## src/rtl/pid_step_sequencer.sv

```systemverilog
// pid_step_sequencer: one PID altitude update per control tick on a single shared multiplier,
// followed by gravity, clamping to [Y_MIN, Y_MAX] and an error-history shift.
module pid_step_sequencer #(
    parameter int KP       = 8,
    parameter int KI       = 27,
    parameter int KD       = 3,
    parameter int GRAV     = 3,
    parameter int Y_MIN    = 5,
    parameter int Y_MAX    = 450,
    parameter int TICK_DIV = 10_000_000
) (
    input  logic               CLK,
    input  logic               RST_BTN,
    input  logic               heli_go,
    input  logic               gravity,
    input  logic signed [14:0] setpoint,
    output logic signed [14:0] y_out,
    output logic signed [14:0] err_out,
    output logic               busy,
    output logic               step_done,
    output logic               overrun
);
    localparam logic signed [7:0] K1 = 8'(KI + KD - KP);
    localparam logic signed [7:0] K2 = 8'(KP - 2 * KD);
    localparam logic signed [7:0] K3 = 8'(KD);

    typedef enum logic [2:0] {IDLE, SAMPLE, MAC0, MAC1, MAC2, UPDATE} state_t;

    state_t             r_state, w_next;
    logic [26:0]        r_cnt;
    logic               r_go, r_grav, r_busy, r_done, r_ovr;
    logic signed [14:0] r_y, r_err, r_e1, r_e2;
    logic signed [23:0] r_acc;
    logic               w_tick;
    logic signed [14:0] w_op_a, w_err, w_clamp;
    logic signed [7:0]  w_op_b;
    logic signed [23:0] w_prod, w_quot, w_cand;

    assign w_tick = r_cnt == 27'(TICK_DIV - 1);
    assign w_op_a = r_state == MAC1 ? r_e1 : r_state == MAC2 ? r_e2 : r_err;
    assign w_op_b = r_state == MAC1 ? K2 : r_state == MAC2 ? K3 : K1;
    assign w_prod = 24'(w_op_a) * 24'(w_op_b);
    // Division (not >>>) so negative products truncate toward zero
    assign w_quot = w_prod / 24'sd16;
    assign w_err  = setpoint - r_y - 15'sd10;
    // acc stays zero on gravity-only steps, so the same clamp serves both paths
    assign w_cand = 24'(r_y) + r_acc + (r_grav ? 24'(GRAV) : 24'sd0);
    assign w_clamp = w_cand < 24'(Y_MIN) ? 15'(Y_MIN) :
                     w_cand > 24'(Y_MAX) ? 15'(Y_MAX) : w_cand[14:0];

    always_comb begin
        w_next = r_state;
        case (r_state)
            IDLE:    w_next = w_tick ? SAMPLE : IDLE;
            SAMPLE:  w_next = heli_go ? MAC0 : UPDATE;
            MAC0:    w_next = MAC1;
            MAC1:    w_next = MAC2;
            MAC2:    w_next = UPDATE;
            UPDATE:  w_next = IDLE;
            default: w_next = IDLE;
        endcase
    end

    always_ff @(posedge CLK or negedge RST_BTN) begin
        if (!RST_BTN) begin
            r_state <= IDLE;
            r_cnt   <= '0;
            r_go    <= 1'b0;
            r_grav  <= 1'b0;
            r_y     <= 15'(Y_MAX);
            r_err   <= '0;
            r_e1    <= '0;
            r_e2    <= '0;
            r_acc   <= '0;
            r_busy  <= 1'b0;
            r_done  <= 1'b0;
            r_ovr   <= 1'b0;
        end else begin
            r_state <= w_next;
            r_cnt   <= w_tick ? 27'd0 : r_cnt + 27'd1;
            r_busy  <= w_next != IDLE;
            r_done  <= r_state == UPDATE;
            r_ovr   <= w_tick && r_state != IDLE;
            case (r_state)
                SAMPLE: begin
                    r_go   <= heli_go;
                    r_grav <= gravity;
                    r_err  <= w_err;
                    r_acc  <= '0;
                end
                MAC0:   r_acc <= r_acc + w_quot;
                MAC1:   r_acc <= r_acc - w_quot;
                MAC2:   r_acc <= r_acc + w_quot;
                UPDATE: begin
                    r_y <= w_clamp;
                    if (r_go) begin
                        r_e2 <= r_e1;
                        r_e1 <= r_err;
                    end
                end
                default: ;
            endcase
        end
    end

    assign y_out     = r_y;
    assign err_out   = r_err;
    assign busy      = r_busy;
    assign step_done = r_done;
    assign overrun   = r_ovr;
endmodule

```

## config.mk

```make
export PLATFORM = sky130hd
export DESIGN_NAME = pid_step_sequencer
export DESIGN_NICKNAME = d
export VERILOG_FILES = /design/src/rtl/pid_step_sequencer.sv
export SDC_FILE = /design/constraint.sdc
export NUM_CORES = 1
export LEC_CHECK = 0
export CAP_MARGIN = 0
export CORE_MARGIN = 10
export CORE_UTILIZATION = 50
export DETAILED_ROUTE_END_ITERATION = 8
export GPL_ROUTABILITY_DRIVEN = 0
export PLACE_DENSITY = 0.67
export SYNTH_ARGS = -nofsm -noshare
export SYNTH_HDL_FRONTEND = slang
export SYNTH_SLANG_ARGS = --single-unit
export TNS_END_PERCENT = 50
```

## constraint.sdc

```tcl
create_clock -name CLK -period 17.5 [get_ports CLK]
set_clock_uncertainty 0.15 [all_clocks]
set_input_delay 1.75 -clock CLK [delete_from_list [all_inputs] [get_ports CLK]]
set_output_delay 1.75 -clock CLK [all_outputs]
set_load 0.01 [all_outputs]
```

# Word level (Yosys, flattened, before mapping)
# Index checks and enable logic that the tools add are counted.
# classes
addsub	8
mul	1
magnitude_cmp	2
eq_ne	6
muxes	12
bitwise	1
reduce_logical	8
# ops
operator	count
$pmux W24 S3	1
$mux W15	4
$add A27 B1 Y27 const B	1
$eq A27 B24 Y1 const B	1
$mux W27	1
$add A15 B24 Y24	1
$add A24 B1 Y24	1
$add A24 B24 Y24	1
$add A24 B3 Y24	1
$gt A24 B10 Y1 const B	1
$lt A24 B4 Y1 const B	1
$sub A24 B24 Y24	1
$mul A15 B6 Y21	1
$pmux W3 S5	1
$sub A15 B15 Y15	1
$sub A15 B5 Y15 const B	1
$mux W5	2
$reduce_bool A3 Y1	3
$eq A3 B2 Y1 const B	2
$eq A3 B3 Y1 const B	2
$reduce_or A4 Y1	1
$eq A3 B1 Y1 const B	1
$logic_not A3 Y1	1
$mux W3	1
6 further kinds	6
# word_totals
regBits	119
in_bits	19
out_inout_bits	33
wordCells	50

# Depth between registers and ports, before layout
# Gate-level depths: netlist of run 1.
# depth
word_depth	9
ltp_mapped	48
depth_no_buf	44

# Least setup slack after synthesis of run 1
# Ideal clock, no wire load.
# synth_timing
path_kind	register -> register
from	register r_state[1]
to	register r_acc[23]
setup_time_ns	0.090
t_arrival_ns	9.863
required_ns	17.260
setup_slack_ns	7.397
stages_incl_launch_ff	44
n_path_buf	3
synth_period_minus_slack_ns	10.103
cell_sequence	dfrtp_1 > clkbuf_1 > nor2_1 > and2_0 > nor2_1 > clkbuf_1 > and2_1 > fa_1 > ha_1 > inv_1 > fa_1 > inv_1 > ha_1 > buf_2 > a2111o_1 > o21ba_1 > o31a_1 > o211ai_1 > [8 not listed] > or4b_4 > a2111oi_4 > nand3_1 > a211oi_2 > a31oi_2 > nor2_4 > o21ai_1 > a21o_1 > ha_1 > o21a_1 > nor2_1 > o21ai_0 > o21ai_0 > o21ai_0 > xnor2_1 > a21boi_0 > o211ai_1 > o221ai_1
# synth_via
elab_chain_cells	9
elab_cells_between_ends	17
cone_classes	3 x add/sub; 1 x mul; 4 x eq/ne; 5 x mux; 1 x bitwise; 3 x reduce/logical
# synth_rtl
item	line_no	source
start, declared	29	state_t r_state, w_next;
start signal, assigned	79	r_state <= w_next;
$eq A3 B3 Y1	40, 41, 84	
$mux W15 or $mux W5 (tied branches) (2 in a row)	40, 41	
$mul A15 B6 Y21	42	assign w_prod = 24'(w_op_a) * 24'(w_op_b);
$reduce_or A4 Y1 (no source line)	n/a	
$and A1 B1 Y1 (no source line)	n/a	
$add A24 B1 Y24 (no source line)	n/a	
$add A24 B24 Y24 or $sub A24 B24 Y24 (tied branches)	91, 93, 92	
$pmux W24 S3	84	case (r_state)
end signal, assigned	91	MAC0: r_acc <= r_acc + w_quot;
end signal, assigned	92	MAC1: r_acc <= r_acc - w_quot;
end signal, assigned	93	MAC2: r_acc <= r_acc + w_quot;
end, declared	33	logic signed [23:0] r_acc;
# Parallel ways exist; a longest one is shown, timed or not.
# A chain may end at the register's enable or synchronous reset.

# Worst setup path in the final report of run 1
# layout_timing
from	register r_state[0]
to	register r_acc[23]
# Same word-level chain as after synthesis.

==> results of run 1 <==
==> sequential cells by signal (all words and copies together), names as in the netlist <==
name / count
err_out: 15
r_state: 3
r_grav: 1
overrun: 1
r_acc: 24
y_out: 15
step_done: 1
r_e2: 15
r_go: 1
r_cnt: 27
busy: 1
r_e1: 15
==> final timing paths <==
check	from	end	slack (ns)
max in group asynchronous	RST_BTN	y_out[11]	14.71
max reg2reg	r_state[0]	r_acc[23]	5.73
min reg2reg	r_cnt[6]	r_cnt[6]	0.32
max	r_state[0]	r_acc[23]	5.73
min	r_cnt[6]	r_cnt[6]	0.32
min in group asynchronous	RST_BTN	err_out[5]	1.21
==> synth_stat cells (all sizes together), types with 5 or more instances <==
cell type,count
and4,5
inv,161
nor3,21
a2111oi,6
o2111ai,6
or2,5
nand4,17
xnor2,72
clkbuf,30
dfrtp,115
mux2i,7
o21a,11
nor2b,10
a211oi,13
nor2,75
o22ai,6
o21bai,10
nand2b,16
nand2,135
fa,34
a21o,24
xor2,37
ha,134
mux2,30
nor4,8
o21ai,91
nor3b,7
and2,28
o31ai,16
and3,26
o211ai,11
a21oi,82
or3,6
nand3,28
a31oi,14
a21boi,7
==> per-layer routing <==
metal  up-vias  share of wire [%]  global-route usage [%]  routed length, um
met1      4620                 48                    26.3              14100
met4         0                2.0                    5.93                586
met2       180                 46                    31.5              13500
met5         -                  0                       0                  0
met3        40                3.1                    2.79                912
li1       4828                  -                       -                  -
==> worst reg2reg max path: cells and delay by family (launching register included) <==
| family | cells | cell delay [ns] |
|---|---|---|
| compound gates | 18 | 4.97 |
| simple gates | 10 | 2.97 |
| fa+ha+maj | 6 | 2.39 |
| xor+xnor | 4 | 0.65 |
| flops | 1 | 0.46 |
| buf+inv | 2 | 0.10 |
==> cell usage in the layout (no fill, tap or decap), types with 7 or more instances in the layout <==
cell,instances
a211oi_1,8
a21boi_0,7
a21o_1,24
a21oi_1,82
a31oi_1,13
and2_1,26
and3_1,26
buf_4,7
clkbuf_16,17
clkdlybuf4s50_1,50
dfrtp_1,115
fa_1,34
ha_1,134
inv_1,161
mux2_2,30
mux2i_1,7
nand2_1,135
nand2b_1,16
nand3_1,28
nand4_1,17
nor2_1,73
nor2b_1,10
nor3_1,20
nor4_1,7
o211ai_1,11
o21a_1,11
o21ai_0,86
o21bai_1,10
o31ai_1,15
xnor2_1,70
xor2_1,36
==> power by group <==
part / switching, mW / total (mW) / internal (mW)
combinational: 0.0129 / 0.0218 / 0.00883
sequential: 0 / 0.275 / 0.275
clock: 0.147 / 0.360 / 0.214
==> cell type report <==
cell class	instances	share of cell area (%)
Clock buffer	18	3.28
Clock inverter	14	1.27
Inverter	162	4.65
Multi-Input combinational cell	1044	60.8
Sequential cell	119	22.8
Tap cell	313	2.99
Timing Repair Buffer	57	4.23
==> metrics by stage <==
step	power, mW	std cells	hold slack, ns	utilization [%]
5_1_grt	0.679	1727	0.339	57.5
4_1_cts	0.664	1727	0.325	57.5
2_1_floorplan	0.290	1358	0.288	-
3_3_place_gp	0.302	1695	0.309	54.8
3_5_place_dp	0.302	1695	0.312	54.8
6_report	0.657	1727	0.324	57.5
==> cells by family (layout without fill, tap and decap cells) <==
| kind of cell | count (synthesis) | count (layout) | synth area share, % |
|---|---|---|---|
| simple gates | 401 | 401 | 17.3 |
| xor+xnor | 110 | 110 | 8.61 |
| compound gates | 328 | 328 | 18.5 |
| mux | 37 | 37 | 3.50 |
| fa+ha+maj | 168 | 168 | 20.2 |
| flops | 119 | 119 | 25.6 |
| buf+inv | 195 | 251 | 6.29 |
==> results.toml, run 1 <==
[finish]
multiInputGateArea_sq_mm = 0.00796
stdcell_area_sq_mm = 0.0131
seqCellArea_sq_mm = 0.00298
drive_above_1_share_pct = 7.14
nFillCells = 2095
finalNetCount = 1588
syn_to_final_growth_pct = 12.3
antenna_cells = 0

[critical_path]
critPathMaxStageDelay_ns = 0.75
crit_cells = 40
crit_type = "reg2reg"
setup.worst_path.end_class = "flop"
r2r_cells = 40
cp.required_ns = 17.69
startpoint_type = "flop"
critical_path.top_delay_family = "compound AO/OA/AOI/OAI gates"
cpMaxStageDelayCell = "nor2_1"
cp_max_fo = 15
crit_arrival_ns = 11.96
cp_num_buf_inv = 2

[sta]
setup_slack_ns = 5.73
finalSetupViolCount = 0
period_needed_ns = 11.77
hold_violations = 0
rsz0062_at_grt = "false"
slew_viol_final = 0
worst_pin_slew_ns = 1.11
relSlewSlack_pct = 25.7
period_share_pct = 67.3
tns_ns = 0
fmax_mhz = 84.9

[routing]
route.detailed.drc = 0
wl_per_cell_um = 16.9
vias = 9668
drt_iter0_markers = 648
dr.pass1.iters = 5
wl_mm = 29.2
antenna_left = 0
avgViaCountPerCell = 5.60

[clocking]
post-cts-setup-buffers = 0
cts_buffer_depth = 2
cts_buffers = 17
clock-root-buffer = "clkbuf_16"
cts_hold_buf = 0
htreeDepth = 4
clk_latency_ns = 0.43
clk_pin_slew_ns = 0.07
numClockSinks = 119
cts_tree = "done"
cts_resized = 0

[yosys]
ys_seq_area_share_pct = 25.6
yosys_register_bits = 119
yosysTopAreaCellShare_pct = 24.7
yosys_warnings = 0
syn-num-nets = 1545
synth_area_per_cell_sq_um = 8.58
synth_area_leaders = "dfrtp_1 25%, ha_1 14%, fa_1 5.8%"
synth_edf_count = 0
async_flop_share_pct = 100
synth_cell_type_count = 83
yosysTopAreaCell = "dfrtp_1"
synth_flop_cell = "dfrtp_1"
syn_area_sq_mm = 0.0117
synth_cells = 1358

[floorplan]
num_rows = 55
ios = 52
dieArea_sq_mm = 0.0298
die_y_um = 173
coreArea_sq_mm = 0.0228
start_util_pct = 51.2
die_x_um = 173

[global_route]
grt_pass1_vias = 9535
overflow = 0
antenna_found_initial = 0
grt_max_degree = 64
grt_usage_pct = 19.4
grt_pass1_wl_mm = 48.5

[hold_path]
hold_depth = 1
hold_path_class = "reg2reg"

[outcome]
status = "complete, no violations"

[power_and_ir_drop]
vdd_drop_max_v = 0.0000424
power.density_mw_per_mm2 = 50.2
p_leak_nw = 6.52

[placed_design]
place_ws_ns = 5.81
placed_cell_area_sq_mm = 0.0125
dp_hpwl_mm = 22.8
numPortBuffers = 51

[job]
maxCapViolCount = 0
(Power assumes the default switching activity.)
==> run 2: changes to the inputs <==
Settings changed: PLACE_DENSITY 0.67 to 0.69.
Clock period 17.5 ns to 9.8 ns, I/O delays scaled along.
==> results.toml, run 2 (same netlist as run 1, synthesis figures left out) <==
[outcome]
status = "complete, no violations"

[critical_path]
crit_arrival_ns = 9.61
worst_path_most_repeated_cell = "ha_1"
cpMaxStageDelayCell = "fa_1"
critPathMaxStageDelay_ns = 0.54
setup.worst_path.end_class = "flop"
r2r_cells = 41
cp.required_ns = 9.99
crit_type = "reg2reg"
cp_max_fo = 22
startpoint_type = "flop"

[clocking]
cts_tree = "done"
numClockSinks = 119
cts_buffer_depth = 2
htreeDepth = 4
clk_pin_slew_ns = 0.07
clock-root-buffer = "clkbuf_16"
cts_buffers = 17
cts_hold_buf = 0
clk_latency_ns = 0.42

[placed_design]
dp_cells = 1720
dp_hpwl_mm = 22.7
numPortBuffers = 51
place_ws_ns = -0.173

[sta]
holdWs_ns = 0.331
finalSetupViolCount = 0
slew_viol_final = 0
fmax_mhz = 106
worst_pin_slew_ns = 1.12
setup_slack_ns = 0.383
period_share_pct = 96.1
relSlewSlack_pct = 25.2
rsz0062_at_grt = "true"
period_needed_ns = 9.42
hold_violations = 0

[finish]
syn_to_final_growth_pct = 14.8
multiInputGateArea_sq_mm = 0.00801
final_cell_mix = "161 x inv_1, 134 x nand2_1, 132 x ha_1, 115 x dfrtp_1, 81 x o21ai_0"
largest-register = "r_cnt"
stdcell_count = 1754
nFillCells = 1995
finalNetCount = 1615
drive_above_1_share_pct = 9.78
seqCellArea_sq_mm = 0.00298
final_common_cell = "inv_1"
reg_top3 = "r_cnt x27, r_acc x24"
antenna_cells = 0
largest_reg_flops = 27

[routing]
drt_iter0_markers = 737
antenna_left = 0
dr.pass1.iters = 5
wl_mm = 29.0
vias = 9798
wl_per_cell_um = 16.6
avgViaCountPerCell = 5.59
route.detailed.drc = 0

[floorplan]
die_y_um = 173
start_util_pct = 51.2
die_x_um = 173
ios = 52
coreArea_sq_mm = 0.0228
dieArea_sq_mm = 0.0298
num_rows = 55

[global_route]
grt_pass1_wl_mm = 48.2
antenna_found_initial = 0
grt_max_degree = 64
grt_pass1_vias = 9484
overflow = 0
grt_usage_pct = 19.1

[power_and_ir_drop]
p_leak_nw = 6.69
vdd_drop_max_v = 0.0000782
p_total_mw = 1.21
power.density_mw_per_mm2 = 90.6

[job]
maxCapViolCount = 0

[hold_path]
hold_path_class = "reg2reg"
hold_depth = 1
-- run 2: cell types whose count changed in the layout (fill, tap and decap cells not counted), moves of 3 or more --
cell,change
a21oi_1,-3
a21oi_2,+3
buf_4,+26
o21ai_0,-5
o21ai_1,+4
-- run 2: metrics by stage --
step           utilization (%)  cell area [sq um]  setup TNS [ns]
2_1_floorplan                -              11700               0
3_3_place_gp              55.7              12700               0
3_5_place_dp              55.7              12700          -0.173
4_1_cts                   58.5              13300               0
5_1_grt                   58.7              13400          -0.211
6_report                  58.7              13400               0
-- run 2: worst paths after layout --
| check | start | slack (ns) | end |
|---|---|---|---|
| max | r_state[0] | 0.38 | r_acc[23] |
| min | r_cnt[6] | 0.33 | r_cnt[6] |
| max reg2reg | r_state[0] | 0.38 | r_acc[23] |
| min reg2reg | r_cnt[6] | 0.33 | r_cnt[6] |
| max in group asynchronous | RST_BTN | 7.73 | r_acc[9] |
| min in group asynchronous | RST_BTN | 0.46 | err_out[7] |
-- run 2: what timing repair did --
item,in CTS,in global routing
setup buffers,0,2
gates resized for setup,8,12
endpoints found under the setup margin,1,7
pin swaps,1,4
cloned,0,0
-- run 2: layout make-up --
class	count	share of cell area (%)
Sequential cell	119	22.3
Timing Repair Buffer	84	5.70
Clock buffer	17	3.18
Inverter	162	4.54
Multi-Input combinational cell	1044	59.8
Tap cell	313	2.93
Clock inverter	15	1.52
-- run 2: layer usage --
layer / track usage [%] / wire length (um) / share of wire, %
met1: 25.8 / 13800 / 48
met2: 31.9 / 13800 / 48
met3: 2.68 / 1110 / 3.8
met4: 3.84 / 295 / 1.0
met5: 0 / 0 / 0
-- run 2: worst max-delay path, delay by kind of cell, from the launching register on --
| kind | cells | cell delay [ns] |
|---|---|---|
| flip-flops | 1 | 0.36 |
| buffers and inverters | 5 | 0.55 |
| AND/OR/NAND/NOR | 8 | 1.81 |
| adder cells (fa/ha/maj) | 6 | 2.09 |
| AO/OA/AOI/OAI | 18 | 3.72 |
| XOR/XNOR | 4 | 0.62 |
-- run 2: power breakdown --
group | internal, mW | total [mW] | switching (mW)
clock | 0.412 | 0.681 | 0.269
sequential | 0.491 | 0.491 | 0
combinational | 0.0158 | 0.0396 | 0.0238
